--- src/rtl/clock_pkg.sv ---
// Shared time-of-day constants and the hh:mm:ss -> seconds-of-day conversion.
// Latency: n/a (package, combinational helper only).
// Backpressure: n/a.
package clock_pkg;

  localparam int SEC_PER_DAY = 86400;
  localparam int HH_W        = 5;
  localparam int MM_W        = 6;
  localparam int SS_W        = 6;
  localparam int SEC_W       = 17;

  // hh*3600 + mm*60 + ss using shifts and adds only, so no multiplier is inferred.
  // 3600 = 2^11 + 2^10 + 2^9 + 2^4, 60 = 2^6 - 2^2. The alarm set path reuses this.
  function automatic logic [SEC_W-1:0] hms_to_sec(input logic [HH_W-1:0] hh,
                                                  input logic [MM_W-1:0] mm,
                                                  input logic [SS_W-1:0] ss);
    logic [SEC_W-1:0] h;
    logic [SEC_W-1:0] m;
    logic [SEC_W-1:0] s;
    h = SEC_W'(hh);
    m = SEC_W'(mm);
    s = SEC_W'(ss);
    return (h << 11) + (h << 10) + (h << 9) + (h << 4)
         + (m << 6) - (m << 2)
         + s;
  endfunction

endpackage

--- src/rtl/tick_prescaler.sv ---
// Divides clk down to a one-cycle tick every CLK_HZ enabled cycles.
// Latency: tick is combinational, asserted in the terminal-count cycle itself.
// Backpressure: none; en=0 freezes the count in place, clr restarts the second.
module tick_prescaler #(
  parameter int CLK_HZ = 100_000_000
) (
  input  logic clk,
  input  logic rst_n,
  input  logic en,
  input  logic clr,
  output logic tick
);

  localparam int CNT_W = (CLK_HZ > 1) ? $clog2(CLK_HZ) : 1;
  localparam logic [CNT_W-1:0] TERM = CNT_W'(CLK_HZ - 1);

  logic [CNT_W-1:0] cnt_q;
  logic [CNT_W-1:0] cnt_d;

  // Tick only while enabled so a frozen clock never reports a second.
  assign tick = en && (cnt_q == TERM);

  // Next count: clear wins, otherwise count and roll at terminal, hold while disabled.
  always_comb begin
    cnt_d = cnt_q;
    if (clr) begin
      cnt_d = '0;
    end else if (en) begin
      cnt_d = (cnt_q == TERM) ? '0 : cnt_q + CNT_W'(1);
    end
  end

  // Count register; reset discards any partial second.
  always_ff @(posedge clk or negedge rst_n) begin
    if (!rst_n) begin
      cnt_q <= '0;
    end else begin
      cnt_q <= cnt_d;
    end
  end

endmodule

--- src/rtl/sec_timekeeper.sv ---
// Time-of-day keeper: 1 Hz tick, hh/mm/ss and seconds-of-day, with set/adjust commands.
// Latency: a command or tick sampled at edge N is visible on every output after edge N.
// Backpressure: none; strobes are accepted every cycle, illegal sets are dropped with set_err.
// rst_n is expected to be deasserted synchronously to clk by the reset tree upstream.
module sec_timekeeper #(
  parameter int CLK_HZ      = 100_000_000,
  parameter int SEC_PER_DAY = 86400
) (
  input  logic                        clk,
  input  logic                        rst_n,
  input  logic                        run_en,
  input  logic                        set_valid,
  input  logic [clock_pkg::HH_W-1:0]  set_hh,
  input  logic [clock_pkg::MM_W-1:0]  set_mm,
  input  logic [clock_pkg::SS_W-1:0]  set_ss,
  input  logic                        adj_min,
  input  logic                        adj_hour,
  output logic [clock_pkg::SEC_W-1:0] cur_sec,
  output logic [clock_pkg::HH_W-1:0]  hh,
  output logic [clock_pkg::MM_W-1:0]  mm,
  output logic [clock_pkg::SS_W-1:0]  ss,
  output logic                        sec_tick,
  output logic                        day_wrap,
  output logic                        set_err
);

  import clock_pkg::*;

  logic             tick;
  logic             set_legal;
  logic             min_carry;
  logic             hr_carry;
  logic [6:0]       mm_sum;
  logic [5:0]       hh_sum;

  logic [HH_W-1:0]  hh_q, hh_d;
  logic [MM_W-1:0]  mm_q, mm_d;
  logic [SS_W-1:0]  ss_q, ss_d;
  logic [SEC_W-1:0] cur_sec_q, cur_sec_d;
  logic             sec_tick_q, sec_tick_d;
  logic             day_wrap_q, day_wrap_d;
  logic             set_err_q, set_err_d;

  // A legal set restarts the second so the next tick is a full period after the load.
  tick_prescaler #(
    .CLK_HZ (CLK_HZ)
  ) u_prescaler (
    .clk   (clk),
    .rst_n (rst_n),
    .en    (run_en),
    .clr   (set_legal),
    .tick  (tick)
  );

  // Range check on the set fields.
  assign set_legal = set_valid && (set_hh <= HH_W'(23)) && (set_mm <= MM_W'(59))
                     && (set_ss <= SS_W'(59));

  // Carry chain of the tick alone; adjusts never carry upward.
  assign min_carry = tick && (ss_q == SS_W'(59));
  assign hr_carry  = min_carry && (mm_q == MM_W'(59));
  assign mm_sum    = 7'(mm_q) + 7'(adj_min) + 7'(min_carry);
  assign hh_sum    = 6'(hh_q) + 6'(adj_hour) + 6'(hr_carry);

  // Next-state mux: legal set > adjust (combined with any tick) > tick alone.
  always_comb begin
    hh_d       = hh_q;
    mm_d       = mm_q;
    ss_d       = ss_q;
    cur_sec_d  = cur_sec_q;
    sec_tick_d = 1'b0;
    day_wrap_d = 1'b0;
    set_err_d  = set_valid && !set_legal;
    if (set_legal) begin
      // Load wins outright; a coincident tick is swallowed along with its sec_tick.
      hh_d      = set_hh;
      mm_d      = set_mm;
      ss_d      = set_ss;
      cur_sec_d = hms_to_sec(set_hh, set_mm, set_ss);
    end else begin
      if (tick) begin
        ss_d = (ss_q == SS_W'(59)) ? '0 : ss_q + SS_W'(1);
      end
      // Sums stay below 2*modulus, so one conditional subtract is enough.
      mm_d = MM_W'((mm_sum >= 7'd60) ? mm_sum - 7'd60 : mm_sum);
      hh_d = HH_W'((hh_sum >= 6'd24) ? hh_sum - 6'd24 : hh_sum);
      if (adj_min || adj_hour) begin
        cur_sec_d = hms_to_sec(hh_d, mm_d, ss_d);
      end else if (tick) begin
        cur_sec_d = (cur_sec_q == SEC_W'(SEC_PER_DAY - 1)) ? '0 : cur_sec_q + SEC_W'(1);
      end
      sec_tick_d = tick;
      // Day rollover is the tick carrying out of hour 23; an hour adjust overrides it.
      day_wrap_d = hr_carry && (hh_q == HH_W'(23)) && !adj_hour;
    end
  end

  // Time and pulse registers.
  always_ff @(posedge clk or negedge rst_n) begin
    if (!rst_n) begin
      hh_q       <= '0;
      mm_q       <= '0;
      ss_q       <= '0;
      cur_sec_q  <= '0;
      sec_tick_q <= 1'b0;
      day_wrap_q <= 1'b0;
      set_err_q  <= 1'b0;
    end else begin
      hh_q       <= hh_d;
      mm_q       <= mm_d;
      ss_q       <= ss_d;
      cur_sec_q  <= cur_sec_d;
      sec_tick_q <= sec_tick_d;
      day_wrap_q <= day_wrap_d;
      set_err_q  <= set_err_d;
    end
  end

  assign hh       = hh_q;
  assign mm       = mm_q;
  assign ss       = ss_q;
  assign cur_sec  = cur_sec_q;
  assign sec_tick = sec_tick_q;
  assign day_wrap = day_wrap_q;
  assign set_err  = set_err_q;

endmodule

--- config.mk ---
export PLATFORM = sky130hd
export DESIGN_NAME = sec_timekeeper
export DESIGN_NICKNAME = d
export VERILOG_FILES = /design/src/rtl/clock_pkg.sv /design/src/rtl/tick_prescaler.sv /design/src/rtl/sec_timekeeper.sv
export SDC_FILE = /design/constraint.sdc
export NUM_CORES = 1
export LEC_CHECK = 0
export CORE_MARGIN = 2
export CORE_UTILIZATION = 37
export DETAILED_ROUTE_END_ITERATION = 10
export GPL_TIMING_DRIVEN = 0
export HOLD_SLACK_MARGIN = 0.08
export PLACE_DENSITY_LB_ADDON = 0.2
export SLEW_MARGIN = 25
export SYNTH_ARGS = -nofsm -noshare
export SYNTH_HDL_FRONTEND = slang
export SYNTH_SLANG_ARGS = --single-unit
--- constraint.sdc ---
create_clock -name clk -period 8.57 [get_ports clk]
set_input_delay 1.2855 -clock clk [delete_from_list [all_inputs] [get_ports clk]]
set_output_delay 1.2855 -clock clk [all_outputs]
set_load 0.01 [all_outputs]
# ---- Word-level counts from Yosys, hierarchy flattened
# Index checks and enable logic that the tools add are counted.
dict set report classes {
  addsub 21
  n_lt_le_gt_ge 5
  n_eq_ne 5
  mux 17
  n_reduce_logical 14
}
# cell count
set ops {}
lappend ops {{$mux 27} 3}
lappend ops {{$mux 17} 4}
lappend ops {{$mux 6} 6}
lappend ops {{$add 16x15->17} 2}
lappend ops {{$add 17x12->17} 2}
lappend ops {{$add 17x14->17} 2}
lappend ops {{$add 17x6->17} 2}
lappend ops {{$add 17x9->17} 2}
lappend ops {{$sub 17x8->17} 2}
lappend ops {{$add 27x1->27 const B} 1}
lappend ops {{$eq 27x27->1 const B} 1}
lappend ops {{$add 17x1->17 const B} 1}
lappend ops {{$eq 17x17->1 const B} 1}
lappend ops {{$eq 6x6->1 const B} 2}
lappend ops {{$le 6x6->1 const B} 2}
lappend ops {{$mux 5} 2}
lappend ops {{$logic_and 1x1->1} 9}
lappend ops {{$add 6x1->7} 1}
lappend ops {{$add 7x1->7} 1}
lappend ops {{$ge 7x6->1 const B} 1}
lappend ops {{$add 5x1->6} 1}
lappend ops {{$add 6x1->6} 1}
lappend ops {{$add 6x1->6 const B} 1}
lappend ops {{$ge 6x5->1 const B} 1}
lappend ops {{other kinds (9)} 11}
dict set report totals {
  reg_bits 64
  word_cells 70
}

# ---- Longest topological paths before layout
# Gate-level depths: netlist of run 1.
dict set report logic_depth {
  ltp_word 15
  depth_mapped 30
}

# ---- By module
# Synthesis of run 1 repeated with hierarchy kept, for this count alone.
dict set report unflattened {
  hier_cells 780
  hier_area_um2 6856.6
}
# mod n_inst cells_per_inst area_each_um2 seq_area_each_um2
set modules_own_cells {}
lappend modules_own_cells {sec_timekeeper 1 614 5282.6 925.9}
lappend modules_own_cells {tick_prescaler 1 166 1574.0 675.6}

# ---- Worst setup path before layout of run 1
# No wires, ideal clock.
dict set report synth_timing {
  path_type {input to register}
  from {input port run_en}
  to {register cur_sec_q[15], in the netlist cur_sec[15]}
  setup_ns 0.126
  arrival_time_ns 6.914
  required_ns 8.444
  path_slack_ns 1.530
  stages 27
  path_buffers 0
  cell_sequence {nand4_1 -> nor3_2 -> nand2_1 -> fa_1 -> nand3b_1 -> xnor2_1 -> ha_1 -> and3_1 -> a31o_2 -> a32oi_1 -> nand2_1 -> xnor2_1 -> inv_1 -> fa_1 -> inv_1 -> ha_1 -> ha_1 -> inv_1 -> fa_1 -> nor2b_1 -> o21bai_1 -> a21boi_0 -> o41ai_1 -> o21ai_0 -> mux2i_1 -> nor2_1 -> o32a_1}
}
dict set report synth_between {
  elab_chain_cells 14
  elab_cells_between_ends 22
  classes_between {add/sub: 10; order compare: 2; mux: 6; reduce/logical: 4}
}
# item line
set synth_lines {}
lappend synth_lines {{from (decl)} sec_timekeeper.sv:11} ;# input logic run_en,
lappend synth_lines {{$logic_and 1x1->1 (*)} tick_prescaler.sv:21} ;# assign tick = en && (cnt_q == TERM);
lappend synth_lines {{$logic_and 1x1->1} sec_timekeeper.sv:60} ;# assign min_carry = tick && (ss_q == SS_W'(59));
lappend synth_lines {{$logic_and 1x1->1} sec_timekeeper.sv:61} ;# assign hr_carry = min_carry && (mm_q == MM_W'(59));
lappend synth_lines {{$add 6x1->6} sec_timekeeper.sv:63} ;# assign hh_sum = 6'(hh_q) + 6'(adj_hour) + 6'(hr_carry);
lappend synth_lines {{$sub 5x5->5 or $ge 6x5->1 (tied branches)} sec_timekeeper.sv:86} ;# hh_d = HH_W'((hh_sum >= 6'd24) ? hh_sum - 6'd24 : hh_sum);
lappend synth_lines {{$mux 5} sec_timekeeper.sv:86}
lappend synth_lines {{$add 16x15->17} clock_pkg.sv:23} ;# return (h << 11) + (h << 10) + (h << 9) + (h << 4)
lappend synth_lines {{$add 17x14->17} clock_pkg.sv:23}
lappend synth_lines {{$add 17x9->17} clock_pkg.sv:23}
lappend synth_lines {{$add 17x12->17} clock_pkg.sv:24} ;# + (m << 6) - (m << 2)
lappend synth_lines {{$sub 17x8->17} clock_pkg.sv:24}
lappend synth_lines {{$add 17x6->17} clock_pkg.sv:25} ;# + s;
lappend synth_lines {{$mux 17} sec_timekeeper.sv:87} ;# if (adj_min || adj_hour) begin
lappend synth_lines {{$mux 17} sec_timekeeper.sv:74} ;# if (set_legal) begin
lappend synth_lines {{to (signal assigned)} sec_timekeeper.sv:112} ;# cur_sec_q <= cur_sec_d;
lappend synth_lines {{to (decl)} sec_timekeeper.sv:39} ;# logic [SEC_W-1:0] cur_sec_q, cur_sec_d;
# Mark *: on every way between the ends. The rest lies on a longest branch, timed or not. The select of a mux whose other input is x is not followed.
# A chain may end at the register's enable or synchronous reset.

# ---- Final worst setup path of run 1
# Ends and elaborated chain as after synthesis.

==> summary.txt, run 1 <==
Outcome = finished clean
DR WL met2 = 7950 um
Remaining global-route overflow = 0
Final instance area = 7940 um2
Leak pwr = 3.63 nW
Starting Density = 37.4%
CTS H-Tree Depth = 3
CTS tree = done
Initial antenna violation count = 0
Met3 wire length = 773 um
Flops & latches, synth = 64
Area post-placement = 7570 um2
# hold bufs at CTS = 0
Tot GR Track Use = 19.4%
Via count = 5871
First-pass GRT wire length = 29700 um
Die W = 138 um
Largest net degree at the start of global routing = 35
PwrDens = 433 nW/um2
Num rows = 49
Placement Setup Slack = -0.336 ns
Unrepaired setup endpoints after global routing = no
Area delta synth->final = 19.0%
Commonest non-fill, non-tap cells in the layout = ha_1, nor2_1, inv_1, dfrtp_1, o21ai_0
Clk_lat worst skew = 0.35 ns
Most common cell after layout, fill and taps aside = ha_1
WL met1 = 9310 um
Post-DP HPWL = 14600 um
Via density per instance = 5.40
Synthesized instance count = 782
Initial DRT Pass Iterations = 5
Mapped cell area = 6680 um2
Seq/Total Area, Yosys = 24.0%
Core Area = 17800 um2
Final Max Tran Viols = 0
Placed cells = 1071
Crit Path Class = input port to flip-flop
# diodes = 0
CTS clk-pin slew, worst paths = 0.06 ns
Synth top area share = 24.0%
Worst min path class = flip-flop to flip-flop
Setup TNS after final layout = 0 ns
Number of flops mapped to enable cells by yosys = 0
Critical Path Source Type = input port
Dominant cells by area after synthesis = dfrtp_1, ha_1, fa_1, o21ai_0, nor2_1
Share of cells above drive strength 1 = 5.01%
Synth Warn # = 0
Clk buf depth = 2
Tmin final = 8.19 ns
Nets = 999
VDD IR max = 0.231 mV
Post-synthesis cell type count = 65
ANT nets after route = 0
Post-DR wirelength/cell = 16.8 um
Routability Congestion = 0.854
Final cell count without fillers = 1088
# DRC = 0
Post-Syn Nets = 927
Hold_ws = 0.498 ns
PortBufs = 59
Worst Path Required = 8.80 ns
Final wirelength = 18300 um
1st-iter DRT viols = 421
Maximum clock rate = 122 MHz
Top sig layer = met4
Area leader, netlist = dfrtp_1
Vias in the first global route = 5566
Crit. End Element = flip-flop
Ys async rst share = 100%
Setup violators final = 0
CP max FO = 6
I/O pin count = 60
Max-Cap Viols = 0
Final period utilization = 95.6%
Root Driver = clkbuf_16
Top_reg_cell synth = dfrtp_1
CP arrival = 8.42 ns
Final worst slack = 0.380 ns
Fill cell count = 1771
Die ar. = 19100 um2
Die Height = 138 um
Clock Sinks = 64
Inserted Clock Buffers = 9
Final Hold Viols = 0
Clk_skew = 0.00685 ns
Worst slew pin tran = 0.713 ns
Max_slew headroom = 52.4%
Avg Synthesized Cell Area = 8.54 um2
## Yosys cell counts (3+ instances only)
| cell | count |
|---|---|
| nor3b_1 | 4 |
| nand2_1 | 58 |
| xor2_1 | 22 |
| o31ai_1 | 7 |
| and4_1 | 7 |
| o2111ai_1 | 3 |
| a211oi_1 | 5 |
| o41ai_1 | 4 |
| inv_1 | 71 |
| nor4_1 | 4 |
| mux2i_1 | 4 |
| nor2b_1 | 7 |
| a41o_1 | 3 |
| a21oi_1 | 43 |
| nor3_2 | 3 |
| mux2_2 | 5 |
| a31oi_1 | 8 |
| nand3_1 | 26 |
| o221ai_1 | 5 |
| and2_1 | 3 |
| a32oi_1 | 3 |
| o22ai_1 | 3 |
| xnor2_1 | 30 |
| nand4_1 | 13 |
| buf_1 | 5 |
| or3_1 | 6 |
| nor2_1 | 73 |
| and3_1 | 17 |
| a21o_1 | 11 |
| fa_1 | 21 |
| or2_2 | 3 |
| nand3b_1 | 4 |
| o21a_1 | 5 |
| o21bai_1 | 3 |
| o21ai_0 | 63 |
| dfrtp_1 | 64 |
| nor3_1 | 17 |
| ha_1 | 101 |
| clkbuf_1 | 13 |
| o211ai_1 | 3 |
## critical path, stage by stage
cell and delay (ns):
clkdlybuf4s50_1 0.65, nand4_1 0.38, nor3_4 0.40, nand2_1 0.15
fa_1 0.42, inv_1 0.08, ha_1 0.16, xor2_1 0.32
ha_1 0.23, and3_1 0.16, a31o_2 0.11, o2111ai_1 0.11
nand2_1 0.16, mux2i_1 0.52, xnor2_1 0.19, ha_1 0.25
ha_1 0.29, ha_1 0.29, ha_1 0.39, nor2b_1 0.19
o21bai_1 0.11, a21boi_0 0.12, o41ai_1 0.56, o21ai_0 0.23
mux2i_1 0.23, nor2_1 0.06, o32a_1 0.36
## logic make-up after synthesis
| family | synth area share (%) |
|---|---|
| multiplexers | 1.44 |
| AO/OA/AOI/OAI | 17.6 |
| XOR/XNOR | 6.82 |
| flip-flops | 24.0 |
| adder cells (fa/ha/maj) | 25.2 |
| AND/OR/NAND/NOR | 19.6 |
| buffers and inverters | 5.32 |
## sequential cells by signal, summed over array words and instances (netlist names)
| signal | flops |
|---|---|
| set_err | 1 |
| mm | 6 |
| ss | 6 |
| sec_tick | 1 |
| u_prescaler.cnt_q | 27 |
| hh | 5 |
| day_wrap | 1 |
| cur_sec | 17 |
## where the power goes
group,switching [mW],internal [mW]
clock,0.152,0.294
sequential,0.110,0.376
combinational,1.39,1.12
total,1.65,1.79
## routing by layer
layer | up-vias | GRT usage [%]
met4 | 0 | 5.53
met1 | 2772 | 28.7
met5 | - | 0
met3 | 20 | 2.18
li1 | 2940 | -
met2 | 139 | 29.9
## what timing repair did
action	in CTS	in global routing
pin swaps	0	2
buffers inserted	0	1
gates resized for setup	1	1
endpoints found under the setup margin	1	3
## stage by stage
step / total power, mW / util (%)
finish: 3.44 / 44.5
CTS: 3.44 / 44.4
floorplan: 2.34 / -
global placement: 2.97 / 42.3
detailed placement: 2.97 / 42.4
global route: 3.82 / 44.5
## worst paths after layout
path                                        from  slack (ns)                     to  depth (start not counted)
max                                       run_en        0.38            cur_sec[15]                         27
min                        u_prescaler.cnt_q[24]        0.50  u_prescaler.cnt_q[24]                          1
max reg2reg                u_prescaler.cnt_q[17]        0.98            cur_sec[15]                         28
min reg2reg                u_prescaler.cnt_q[24]        0.50  u_prescaler.cnt_q[24]                          1
max in group asynchronous                  rst_n        7.13             cur_sec[0]                          2
min in group asynchronous                  rst_n        0.89  u_prescaler.cnt_q[22]                          1
## final cells by class
| cell class | instances | area [um2] | share of cell area, % |
|---|---|---|---|
| Clock buffer | 10 | 239 | 3.01 |
| Tap cell | 229 | 287 | 3.61 |
| Buffer | 21 | 88.8 | 1.12 |
| Timing Repair Buffer | 61 | 616 | 7.75 |
| Multi-Input combinational cell | 626 | 4730 | 59.5 |
| Inverter | 71 | 267 | 3.36 |
| Clock inverter | 6 | 115 | 1.45 |
| Sequential cell | 64 | 1600 | 20.2 |
(Power assumes the default switching activity.)
==> inputs of run 2 (changes only) <==
--- a/config.mk
+++ b/config.mk
@@ -6,12 +6,13 @@
 export NUM_CORES = 1
 export LEC_CHECK = 0
 export CORE_MARGIN = 2
-export CORE_UTILIZATION = 37
+export CORE_UTILIZATION = 55
 export DETAILED_ROUTE_END_ITERATION = 10
 export GPL_TIMING_DRIVEN = 0
-export HOLD_SLACK_MARGIN = 0.08
+export HOLD_SLACK_MARGIN = 0.05
 export PLACE_DENSITY_LB_ADDON = 0.2
 export SLEW_MARGIN = 25
 export SYNTH_ARGS = -nofsm -noshare
 export SYNTH_HDL_FRONTEND = slang
 export SYNTH_SLANG_ARGS = --single-unit
+export TNS_END_PERCENT = 1
==> summary.txt, run 2 (synthesis gave the netlist of run 1 again) <==
Reg with most FFs = u_prescaler.cnt_q
Net Sw Frac = 50.1%
Area delta synth->final = 16.4%
Post-DR wirelength/cell = 18.4 um
Die Height = 114 um
Worst min path class = flip-flop to flip-flop
Most common cell after layout, fill and taps aside = ha_1
Vias in the first global route = 6071
Clock share of power = 10.4%
Final Max Tran Viols = 0
Crit Path Class = input port to flip-flop
Logic pwr share = 75.5%
Num rows = 40
Flop-to-flop setup slack = 1.02 ns
Worst slew pin tran = 0.694 ns
Final period utilization = 94.4%
Max_slew headroom = 53.1%
Tot Pwr = 3.42 mW
Final wirelength = 18500 um
CTS H-Tree Depth = 3
Hold EP = u_prescaler.cnt_q[24]
Core Area = 11900 um2
Maximum clock rate = 124 MHz
Via density per instance = 6.10
# diodes = 0
Share of cells above drive strength 1 = 4.89%
Clk_skew = 0.00947 ns
Die W = 114 um
Die ar. = 13000 um2
Placed cells = 989
Worst Path Required = 8.80 ns
Final Hold Viols = 0
Remaining global-route overflow = 0
CTS clk-pin slew, worst paths = 0.06 ns
Clk_lat worst skew = 0.34 ns
PortBufs = 59
Tot GR Track Use = 29.7%
Fill cell count = 1031
VDD IR max = 0.311 mV
Largest net degree at the start of global routing = 52
R2R cell count = 28
CP max FO = 6
CP arrival = 8.32 ns
CTS tree = done
HP Start = u_prescaler.cnt_q[24]
Crit. End Element = flip-flop
Via count = 6140
Hold_ws = 0.497 ns
Crit Reg-Reg Startpoint = u_prescaler.cnt_q[17]
Clk buf depth = 2
Crit path launch = run_en
Inserted Clock Buffers = 9
PwrDens = 440 nW/um2
R2R Path End = cur_sec[15]
Sequential cell fraction of total power = 14.1%
Tmin final = 8.09 ns
I/O pin count = 60
1st-iter DRT viols = 463
Nets = 999
Setup violators final = 0
Outcome = finished clean
First-pass GRT wire length = 30300 um
Unrepaired setup endpoints after global routing = no
Final cell count without fillers = 1006
# DRC = 0
Cell count of the worst hold path = 1
Initial DRT Pass Iterations = 5
Commonest non-fill, non-tap cells in the layout = ha_1, nor2_1, inv_1, dfrtp_1, o21ai_0
Pint = 1.71 mW
Max reg flops = 27
Clock Sinks = 64
Critical Path Source Type = input port
Leak pwr = 3.60 nW
Psw = 1.71 mW
ANT nets after route = 0
Starting Density = 56.0%
Root Driver = clkbuf_16
Routability Congestion = 0.925
Initial antenna violation count = 0
Post-DP HPWL = 14700 um
Max-Cap Viols = 0
Finished Core Util = 65.2%
run 2: worst max path at each step:
stage	endpoint	slack (ns)	depth (start not counted)
detailed placement	cur_sec[15]	-0.16	27
floorplan	cur_sec[15]	1.53	27
global route	cur_sec[15]	0.05	27
global placement	cur_sec[15]	-0.04	27
CTS	cur_sec[15]	0.14	27
finish	cur_sec[15]	0.48	27
run 2: worst max-delay path, stage by stage:
cell	delay [ns]
clkdlybuf4s50_1	0.58
nand4_1	0.36
nor3_4	0.38
nand2_1	0.16
fa_1	0.42
inv_1	0.08
ha_1	0.17
xor2_1	0.35
ha_1	0.23
and3_1	0.16
a31o_2	0.11
o2111ai_1	0.11
nand2_1	0.15
mux2i_1	0.47
xnor2_1	0.19
ha_1	0.26
ha_1	0.29
ha_1	0.30
ha_1	0.40
nor2b_1	0.19
o21bai_1	0.13
a21boi_0	0.12
o41ai_1	0.52
o21ai_0	0.24
mux2i_1	0.23
nor2_1	0.06
o32a_1	0.36
run 2: metal layers:
| metal | track usage, % | part of all wire, % | wire length, um | up-vias |
|---|---|---|---|---|
| met4 | 9.59 | 2.3 | 420 | 0 |
| met3 | 4.39 | 5.8 | 1070 | 36 |
| met5 | 0 | 0 | 0 | - |
| li1 | - | - | - | 2941 |
| met1 | 39.2 | 44 | 8190 | 2929 |
| met2 | 50.2 | 48 | 8810 | 234 |
run 2: power by group through the flow:
stage | registers (mW) | logic (mW) | clock network (mW)
floorplan | 0.482 | 1.85 | 0
global placement | 0.480 | 2.48 | 0
detailed placement | 0.482 | 2.54 | 0
CTS | 0.478 | 2.56 | 0.361
global route | 0.491 | 2.90 | 0.371
finish | 0.481 | 2.58 | 0.356
run 2: cell type report:
cell class	count	area (um2)	share of cell area, %
plain buffers	21	88.8	1.14
well taps	147	184	2.37
inverters	71	267	3.43
repair buffers	61	623	8.02
flip-flops and latches	64	1600	20.6
clock inverters	6	42.5	0.548
clock buffers	10	239	3.08
multi-input cells	626	4720	60.8
run 2: repair_timing:
item / CTS / global route
endpoints found under the setup margin: 0 / 3
hold buffers: 0 / 0
resized for setup: 0 / 1
setup buffers: 0 / 1
endpoints found under the hold margin: 0 / 0
run 2: per-stage QoR:
stage	worst slack, ns	setup TNS, ns	cell area (um2)
CTS	0.140	0	7760
global route	0.0545	0	7770
floorplan	1.53	0	6680
detailed placement	-0.164	-0.164	7470
finish	0.478	0	7770
global placement	-0.0365	-0.0365	7450
